--- src/rtl/search_arbiter_pkg.sv ---
// Shared constants and types for the arbitrated binary-search block.
package bs_pkg;

    localparam int unsigned N    = 24;
    localparam int unsigned W    = 32;
    localparam int unsigned NREQ = 4;
    localparam int unsigned IW   = 6;

    localparam logic signed [IW-1:0] NOT_FOUND = '1;

    typedef enum logic [1:0] {
        StIdle,
        StSearch,
        StResp
    } state_e;

endpackage

--- src/rtl/search_arbiter_if.sv ---
// Requester/table bus between the search arbiter and its clients.
interface search_arbiter_if #(
    parameter int unsigned N    = bs_pkg::N,
    parameter int unsigned W    = bs_pkg::W,
    parameter int unsigned NREQ = bs_pkg::NREQ,
    parameter int unsigned IW   = bs_pkg::IW
);
    localparam int unsigned AW = $clog2(N);

    logic [NREQ-1:0]        req_valid;
    logic [NREQ*W-1:0]      req_key;
    logic [NREQ-1:0]        req_ready;
    logic [NREQ-1:0]        rsp_valid;
    logic                   rsp_found;
    logic signed [IW-1:0]   rsp_index;
    logic                   tbl_we;
    logic [AW-1:0]          tbl_addr;
    logic signed [W-1:0]    tbl_wdata;
    logic                   busy;

    modport master (
        output req_valid, req_key, tbl_we, tbl_addr, tbl_wdata,
        input  req_ready, rsp_valid, rsp_found, rsp_index, busy
    );

    modport slave (
        input  req_valid, req_key, tbl_we, tbl_addr, tbl_wdata,
        output req_ready, rsp_valid, rsp_found, rsp_index, busy
    );

endinterface

--- src/rtl/bsearch_core.sv ---
// Sorted table plus iterative one-compare-per-cycle binary search.
module bsearch_core #(
    parameter int unsigned N  = bs_pkg::N,
    parameter int unsigned W  = bs_pkg::W,
    parameter int unsigned IW = bs_pkg::IW
) (
    input  logic                    clk,
    input  logic                    rst,
    input  logic                    i_start,
    input  logic signed [W-1:0]     i_key,
    input  logic                    i_we,
    input  logic [$clog2(N)-1:0]    i_addr,
    input  logic signed [W-1:0]     i_wdata,
    output logic                    o_busy,
    output logic                    o_done,
    output logic                    o_found,
    output logic signed [IW-1:0]    o_index
);
    import bs_pkg::*;

    localparam int unsigned AW = $clog2(N);
    localparam logic signed [IW-1:0] NotFound = IW'(NOT_FOUND);

    logic signed [W-1:0]    r_mem [N];
    state_e                 r_state;
    state_e                 w_state_d;
    logic signed [W-1:0]    r_key;
    logic [AW-1:0]          r_f;
    logic [AW-1:0]          r_l;
    logic                   r_found;
    logic signed [IW-1:0]   r_index;

    logic [AW:0]            w_sum;
    logic [AW-1:0]          w_m;
    logic signed [W-1:0]    w_mid;
    logic                   w_eq;
    logic                   w_lt;

    // Sum kept one bit wider so the midpoint never wraps.
    assign w_sum = {1'b0, r_f} + {1'b0, r_l};
    assign w_m   = AW'(w_sum >> 1);
    assign w_mid = r_mem[w_m];
    assign w_eq  = (r_key == w_mid);
    assign w_lt  = (r_key < w_mid);

    always_ff @(posedge clk) begin
        if (rst) begin
            r_state <= StIdle;
        end else begin
            r_state <= w_state_d;
        end
    end

    always_comb begin
        w_state_d = r_state;
        unique case (r_state)
            StIdle: begin
                if (i_start) begin
                    w_state_d = StSearch;
                end
            end
            StSearch: begin
                if (w_eq || (w_lt && (w_m == r_f)) || (!w_lt && (w_m == r_l))) begin
                    w_state_d = StResp;
                end
            end
            StResp:  w_state_d = StIdle;
            default: w_state_d = StIdle;
        endcase
    end

    always_comb begin
        o_busy  = 1'b0;
        o_done  = 1'b0;
        o_found = 1'b0;
        o_index = NotFound;
        if (!rst) begin
            o_busy = (r_state != StIdle);
            if (r_state == StResp) begin
                o_done  = 1'b1;
                o_found = r_found;
                o_index = r_index;
            end
        end
    end

    // Bounds only move inward on a strict miss, so l=m-1 needs m>f and f=m+1 needs m<l.
    always_ff @(posedge clk) begin
        if (rst) begin
            r_found <= 1'b0;
            r_index <= NotFound;
        end else if ((r_state == StIdle) && i_start) begin
            r_key   <= i_key;
            r_f     <= '0;
            r_l     <= AW'(N - 1);
            r_found <= 1'b0;
            r_index <= NotFound;
        end else if (r_state == StSearch) begin
            if (w_eq) begin
                r_found <= 1'b1;
                r_index <= IW'(w_m);
            end else if (w_lt) begin
                if (w_m == r_f) begin
                    r_found <= 1'b0;
                    r_index <= NotFound;
                end else begin
                    r_l <= w_m - AW'(1);
                end
            end else begin
                if (w_m == r_l) begin
                    r_found <= 1'b0;
                    r_index <= NotFound;
                end else begin
                    r_f <= w_m + AW'(1);
                end
            end
        end
    end

    always_ff @(posedge clk) begin
        if (i_we && !o_busy && (32'(i_addr) < N)) begin
            r_mem[i_addr] <= i_wdata;
        end
    end

endmodule

--- src/rtl/search_arbiter.sv ---
// Round-robin front end sharing one binary-search core between requesters.
module search_arbiter #(
    parameter int unsigned N    = bs_pkg::N,
    parameter int unsigned W    = bs_pkg::W,
    parameter int unsigned NREQ = bs_pkg::NREQ,
    parameter int unsigned IW   = bs_pkg::IW
) (
    input  logic            clk,
    input  logic            rst,
    search_arbiter_if.slave io_bus
);
    localparam int unsigned PW = (NREQ > 1) ? $clog2(NREQ) : 1;

    logic [PW-1:0]          r_ptr;
    logic [PW-1:0]          r_owner;
    logic [PW-1:0]          w_winner;
    logic [PW-1:0]          w_ptr_d;
    logic                   w_any;
    logic                   w_grant;
    logic                   w_busy;
    logic                   w_done;
    logic                   w_found;
    logic signed [IW-1:0]   w_index;
    logic signed [W-1:0]    w_key;

    function automatic logic [PW-1:0] rr_idx(input logic [PW-1:0] base, input int unsigned k);
        return PW'((32'(base) + k) % NREQ);
    endfunction

    // Scan from the farthest offset down so the nearest valid requester wins.
    always_comb begin
        w_any    = 1'b0;
        w_winner = '0;
        for (int k = int'(NREQ) - 1; k >= 0; k--) begin
            if (io_bus.req_valid[rr_idx(r_ptr, unsigned'(k))]) begin
                w_any    = 1'b1;
                w_winner = rr_idx(r_ptr, unsigned'(k));
            end
        end
    end

    assign w_grant = w_any && !w_busy && !rst;
    assign w_key   = io_bus.req_key[32'(w_winner) * W +: W];
    assign w_ptr_d = (w_winner == PW'(NREQ - 1)) ? '0 : w_winner + PW'(1);

    always_ff @(posedge clk) begin
        if (rst) begin
            r_ptr   <= '0;
            r_owner <= '0;
        end else if (w_grant) begin
            r_ptr   <= w_ptr_d;
            r_owner <= w_winner;
        end
    end

    assign io_bus.req_ready = w_grant ? (NREQ'(1) << w_winner) : '0;
    assign io_bus.rsp_valid = w_done ? (NREQ'(1) << r_owner) : '0;
    assign io_bus.rsp_found = w_found;
    assign io_bus.rsp_index = w_index;
    assign io_bus.busy      = w_busy;

    bsearch_core #(
        .N  (N),
        .W  (W),
        .IW (IW)
    ) u_core (
        .clk     (clk),
        .rst     (rst),
        .i_start (w_grant),
        .i_key   (w_key),
        .i_we    (io_bus.tbl_we),
        .i_addr  (io_bus.tbl_addr),
        .i_wdata (io_bus.tbl_wdata),
        .o_busy  (w_busy),
        .o_done  (w_done),
        .o_found (w_found),
        .o_index (w_index)
    );

endmodule

--- src/flat_wrapper.sv ---
// flat-port wrapper written by rule: the top's interface ports become plain ports
module search_arbiter_flat 
#(
    parameter int unsigned N    = bs_pkg::N,
    parameter int unsigned W    = bs_pkg::W,
    parameter int unsigned NREQ = bs_pkg::NREQ,
    parameter int unsigned IW   = bs_pkg::IW
)
  (clk, rst, io_bus_req_valid, io_bus_req_key, io_bus_tbl_we, io_bus_tbl_addr, io_bus_tbl_wdata, io_bus_req_ready, io_bus_rsp_valid, io_bus_rsp_found, io_bus_rsp_index, io_bus_busy);
  search_arbiter_if #(.N(N), .W(W), .NREQ(NREQ), .IW(IW)) io_bus_i ();
  input  logic clk;
  input  logic rst;
  input wire logic [$bits(io_bus_i.req_valid)-1:0] io_bus_req_valid;
  input wire logic [$bits(io_bus_i.req_key)-1:0] io_bus_req_key;
  input wire logic [$bits(io_bus_i.tbl_we)-1:0] io_bus_tbl_we;
  input wire logic [$bits(io_bus_i.tbl_addr)-1:0] io_bus_tbl_addr;
  input wire logic [$bits(io_bus_i.tbl_wdata)-1:0] io_bus_tbl_wdata;
  output wire logic [$bits(io_bus_i.req_ready)-1:0] io_bus_req_ready;
  output wire logic [$bits(io_bus_i.rsp_valid)-1:0] io_bus_rsp_valid;
  output wire logic [$bits(io_bus_i.rsp_found)-1:0] io_bus_rsp_found;
  output wire logic [$bits(io_bus_i.rsp_index)-1:0] io_bus_rsp_index;
  output wire logic [$bits(io_bus_i.busy)-1:0] io_bus_busy;
  assign io_bus_i.req_valid = io_bus_req_valid;
  assign io_bus_i.req_key = io_bus_req_key;
  assign io_bus_i.tbl_we = io_bus_tbl_we;
  assign io_bus_i.tbl_addr = io_bus_tbl_addr;
  assign io_bus_i.tbl_wdata = io_bus_tbl_wdata;
  assign io_bus_req_ready = io_bus_i.req_ready;
  assign io_bus_rsp_valid = io_bus_i.rsp_valid;
  assign io_bus_rsp_found = io_bus_i.rsp_found;
  assign io_bus_rsp_index = io_bus_i.rsp_index;
  assign io_bus_busy = io_bus_i.busy;
  search_arbiter #(.N(N), .W(W), .NREQ(NREQ), .IW(IW)) u_core (.clk(clk), .rst(rst), .io_bus(io_bus_i));
endmodule
--- config.mk ---
export PLATFORM = sky130hd
export DESIGN_NAME = search_arbiter_flat
export DESIGN_NICKNAME = d
export VERILOG_FILES = /design/src/rtl/search_arbiter_pkg.sv /design/src/rtl/search_arbiter_if.sv /design/src/rtl/bsearch_core.sv /design/src/rtl/search_arbiter.sv /design/src/flat_wrapper.sv
export SDC_FILE = /design/constraint.sdc
export NUM_CORES = 1
export LEC_CHECK = 0
export ABC_AREA = 1
export CAP_MARGIN = 15
export CORE_MARGIN = 2
export CORE_UTILIZATION = 40
export CTS_CLUSTER_SIZE = 12
export DETAILED_ROUTE_END_ITERATION = 7
export SLEW_MARGIN = 5
export SYNTH_ARGS = -nofsm -noshare
export SYNTH_HDL_FRONTEND = slang
export SYNTH_SLANG_ARGS = --single-unit
--- constraint.sdc ---
create_clock -name clk -period 12 [get_ports clk]
set_input_delay 1.8 -clock clk [delete_from_list [all_inputs] [get_ports clk]]
set_output_delay 1.8 -clock clk [all_outputs]
set_load 0.03 [all_outputs]
==> results.yml <==
status:
  status: "complete, no violations"
routing:
  drtPass1Iterations: 5
  final_antenna_net_count: 0
  drc: 0
  num_vias: 23700
  viasPerCell: 5.22
  wl_um: 93400
  drt_iter0_markers: 2139
  wl_per_cell_um: 20.6
place:
  dp_hpwl_um: 50300
  place_congestion: 0.804
  io_buffers: 187
critical_path:
  critPathArrivalTime_ns: 5.14
  path_max_fanout: 35
  crit_required_ns: 10.20
  endpoint_kind: "primary output"
  start_kind: "primary input"
  critPathKind: "in -> out"
grt:
  grt_usage_pct: 20.2
  grt_max_degree: 178
  grt_overflow: 0
  antenna_found_initial: 7
  grt_pass1_wl_um: 138000
  grt_pass1_vias: 22100
sta:
  max_freq_ghz: 0.144
  timing.final.crit_share_pct: 57.8
  clock_skew_ns: 0.0202
  worstMarginPinSlew_ns: 1.04
  maxSlewHeadroom_pct: 30.0
  period_minus_slack_ns: 6.94
  setup_viol: 0
  slew_viol_final: 0
  rsz0062_at_grt: "no"
  finalSetupTns_ns: 0
  hold_viol: 0
clock_network:
  holdBufCountCts: 0
  cts_inserted_buffers: 85
  root_buffer: "clkbuf_16"
  clk_latency_ns: 0.63
  clk_transition_reported_paths_ns: 0.06
  post-cts-setup-buffers: 0
  htreeDepth: 3
  cts_sinks: 823
  clockBufferDepth: 3
  cts_resized: 0
  cts_tree: "yes"
final_layout:
  diodes: 0
  drive_above_1_share_pct: 6.14
  nets: 3534
  areaGrowthSynthToFinish_pct: 15.5
  n_fill_cell: 7841
floorplanning:
  die_x_um: 302
  design.die.area_um2: 91200
  io_pins: 188
  start_util_pct: 40.2
  coreArea_um2: 88200
  rows: 109
  die_h_um: 302
job:
  max_cap_viol_count: 0
synth:
  synth_seq_cells: 823
  syn_avg_cell_area_um2: 11.2
  synth_area_um2: 35500
  syn_inst: 3184
  synth_cell_types: 45
  synth_ff_type: "edfxtp_1"
  synth_edf_count: 810
  ys_seq_area_share_pct: 69.2
  synthArstFlopShare_pct: 0
  syn_nets: 3399
  ys.warnings.count: 0
hold_path:
  hold_path_class: "reg -> reg"
[state kept, by name, summed over array words and instances (netlist names)]
register / cells
u_core.u_core.r_state: 2
u_core.u_core.r_index: 6
u_core.u_core.r_f: 5
u_core.u_core.r_l: 5
u_core.r_ptr: 2
u_core.u_core.r_mem: 768
u_core.u_core.r_found: 1
u_core.r_owner: 2
u_core.u_core.r_key: 32
[stage by stage]
| step | setup WS [ns] | cell area [µm²] | hold slack (ns) | utilization (%) | cells |
|---|---|---|---|---|---|
| after floorplan | 6.62 | 35500 | 0.421 | - | 3184 |
| after global placement | 5.03 | 38600 | 0.441 | 43.7 | 4397 |
| after detailed placement | 5.02 | 38600 | 0.437 | 43.7 | 4397 |
| after CTS | 5.01 | 41000 | 0.452 | 46.5 | 4537 |
| after global routing | 4.66 | 41000 | 0.480 | 46.5 | 4537 |
| final | 5.06 | 41000 | 0.450 | 46.5 | 4537 |
[worst max-delay path, stage by stage]
cell	delay [ns]
clkdlybuf4s50_1	0.47
inv_1	0.06
o21ai_1	0.15
nand2_1	0.09
nand2_1	0.15
o21ai_1	0.13
a21oi_4	0.75
inv_2	0.52
ha_1	0.33
inv_1	0.05
nor2_1	0.04
clkdlybuf4s50_1	0.60
[layer usage]
metal / share of wire [%] / routed length [µm] / vias to the layer above / global-route usage (%)
li1: - / - / 11400 / -
met1: 43 / 40400 / 11400 / 28.8
met2: 47 / 43800 / 750 / 32.1
met3: 7.1 / 6610 / 147 / 3.44
met4: 2.7 / 2520 / 12 / 5.81
met5: 0.082 / 77 / - / 0
[synth_stat cells, types with 2 or more instances]
cell type,number,area (µm²)
o21a_1,2,15.0
inv_1,67,251
buf_4,9,67.6
o21ai_0,158,791
nor2_1,158,593
dfxtp_1,13,260
nand3b_1,6,45.0
a31oi_1,34,213
nand3_2,2,20.0
nand2_1,1161,4360
buf_1,20,75.1
nor3_1,9,45.0
edfxtp_1,810,24300
clkbuf_1,81,304
a21oi_1,223,1120
xnor2_1,3,26.3
a211oi_1,56,420
a21oi_2,2,17.5
o22ai_1,34,213
ha_1,42,526
nand3_1,63,315
buf_6,2,22.5
or2_2,6,37.5
o21ai_1,13,65.1
buf_2,74,370
inv_2,9,33.8
nand4_1,12,75.1
a21o_1,85,638
nand2_2,10,62.6
xor2_1,3,26.3
o31ai_1,3,22.5
[path summary, 6_finish.rpt]
kind / start / end / slack (ns) / cells past startpoint
max: io_bus_req_valid[1] / io_bus_req_ready[0] / 5.06 / 12
min: u_core.u_core.r_index[3]$_SDFFE_PP1P_ / u_core.u_core.r_index[3]$_SDFFE_PP1P_ / 0.45 / 2
max reg2reg: u_core.u_core.r_f[1]$_SDFFCE_PP0P_ / u_core.u_core.r_l[3]$_SDFFCE_PP0P_ / 5.39 / 20
min reg2reg: u_core.u_core.r_index[3]$_SDFFE_PP1P_ / u_core.u_core.r_index[3]$_SDFFE_PP1P_ / 0.45 / 2
[layout by cell type (no fill, tap or decap), types with 23 or more instances in the layout]
| cell type | count |
|---|---|
| clkbuf_16 | 87 |
| nor2_1 | 136 |
| a31oi_1 | 34 |
| o22ai_1 | 34 |
| o21ai_0 | 158 |
| ha_1 | 42 |
| a211oi_1 | 56 |
| inv_1 | 67 |
| nand2_1 | 1159 |
| nand3_1 | 63 |
| edfxtp_1 | 810 |
| buf_4 | 46 |
| clkbuf_1 | 23 |
| clkdlybuf4s50_1 | 187 |
| nor2_4 | 23 |
| a21oi_1 | 223 |
| a21o_1 | 85 |
[logic make-up (layout without fill, tap and decap cells)]
group / count (synthesis) / after routing / share of synthesized area, %
buffers and inverters: 265 / 453 / 3.24
AO/OA/AOI/OAI: 616 / 616 / 10.1
XOR/XNOR: 6 / 6 / 0.148
flip-flops: 823 / 823 / 69.2
adder cells (fa/ha/maj): 43 / 43 / 1.54
AND/OR/NAND/NOR: 1431 / 1431 / 15.8
[final cells by class]
type,count,area (µm²),area share [%]
clock inverters,30,154,0.375
repair buffers,235,2260,5.51
well taps,1165,1460,3.56
multi-input cells,2096,9980,24.3
inverters,78,304,0.742
flip-flops and latches,823,24600,60.0
clock buffers,110,2260,5.52
Power is left out: the tool's default activity adds up to more than one toggle a clock period on the data nets, which glitch-free logic cannot reach.
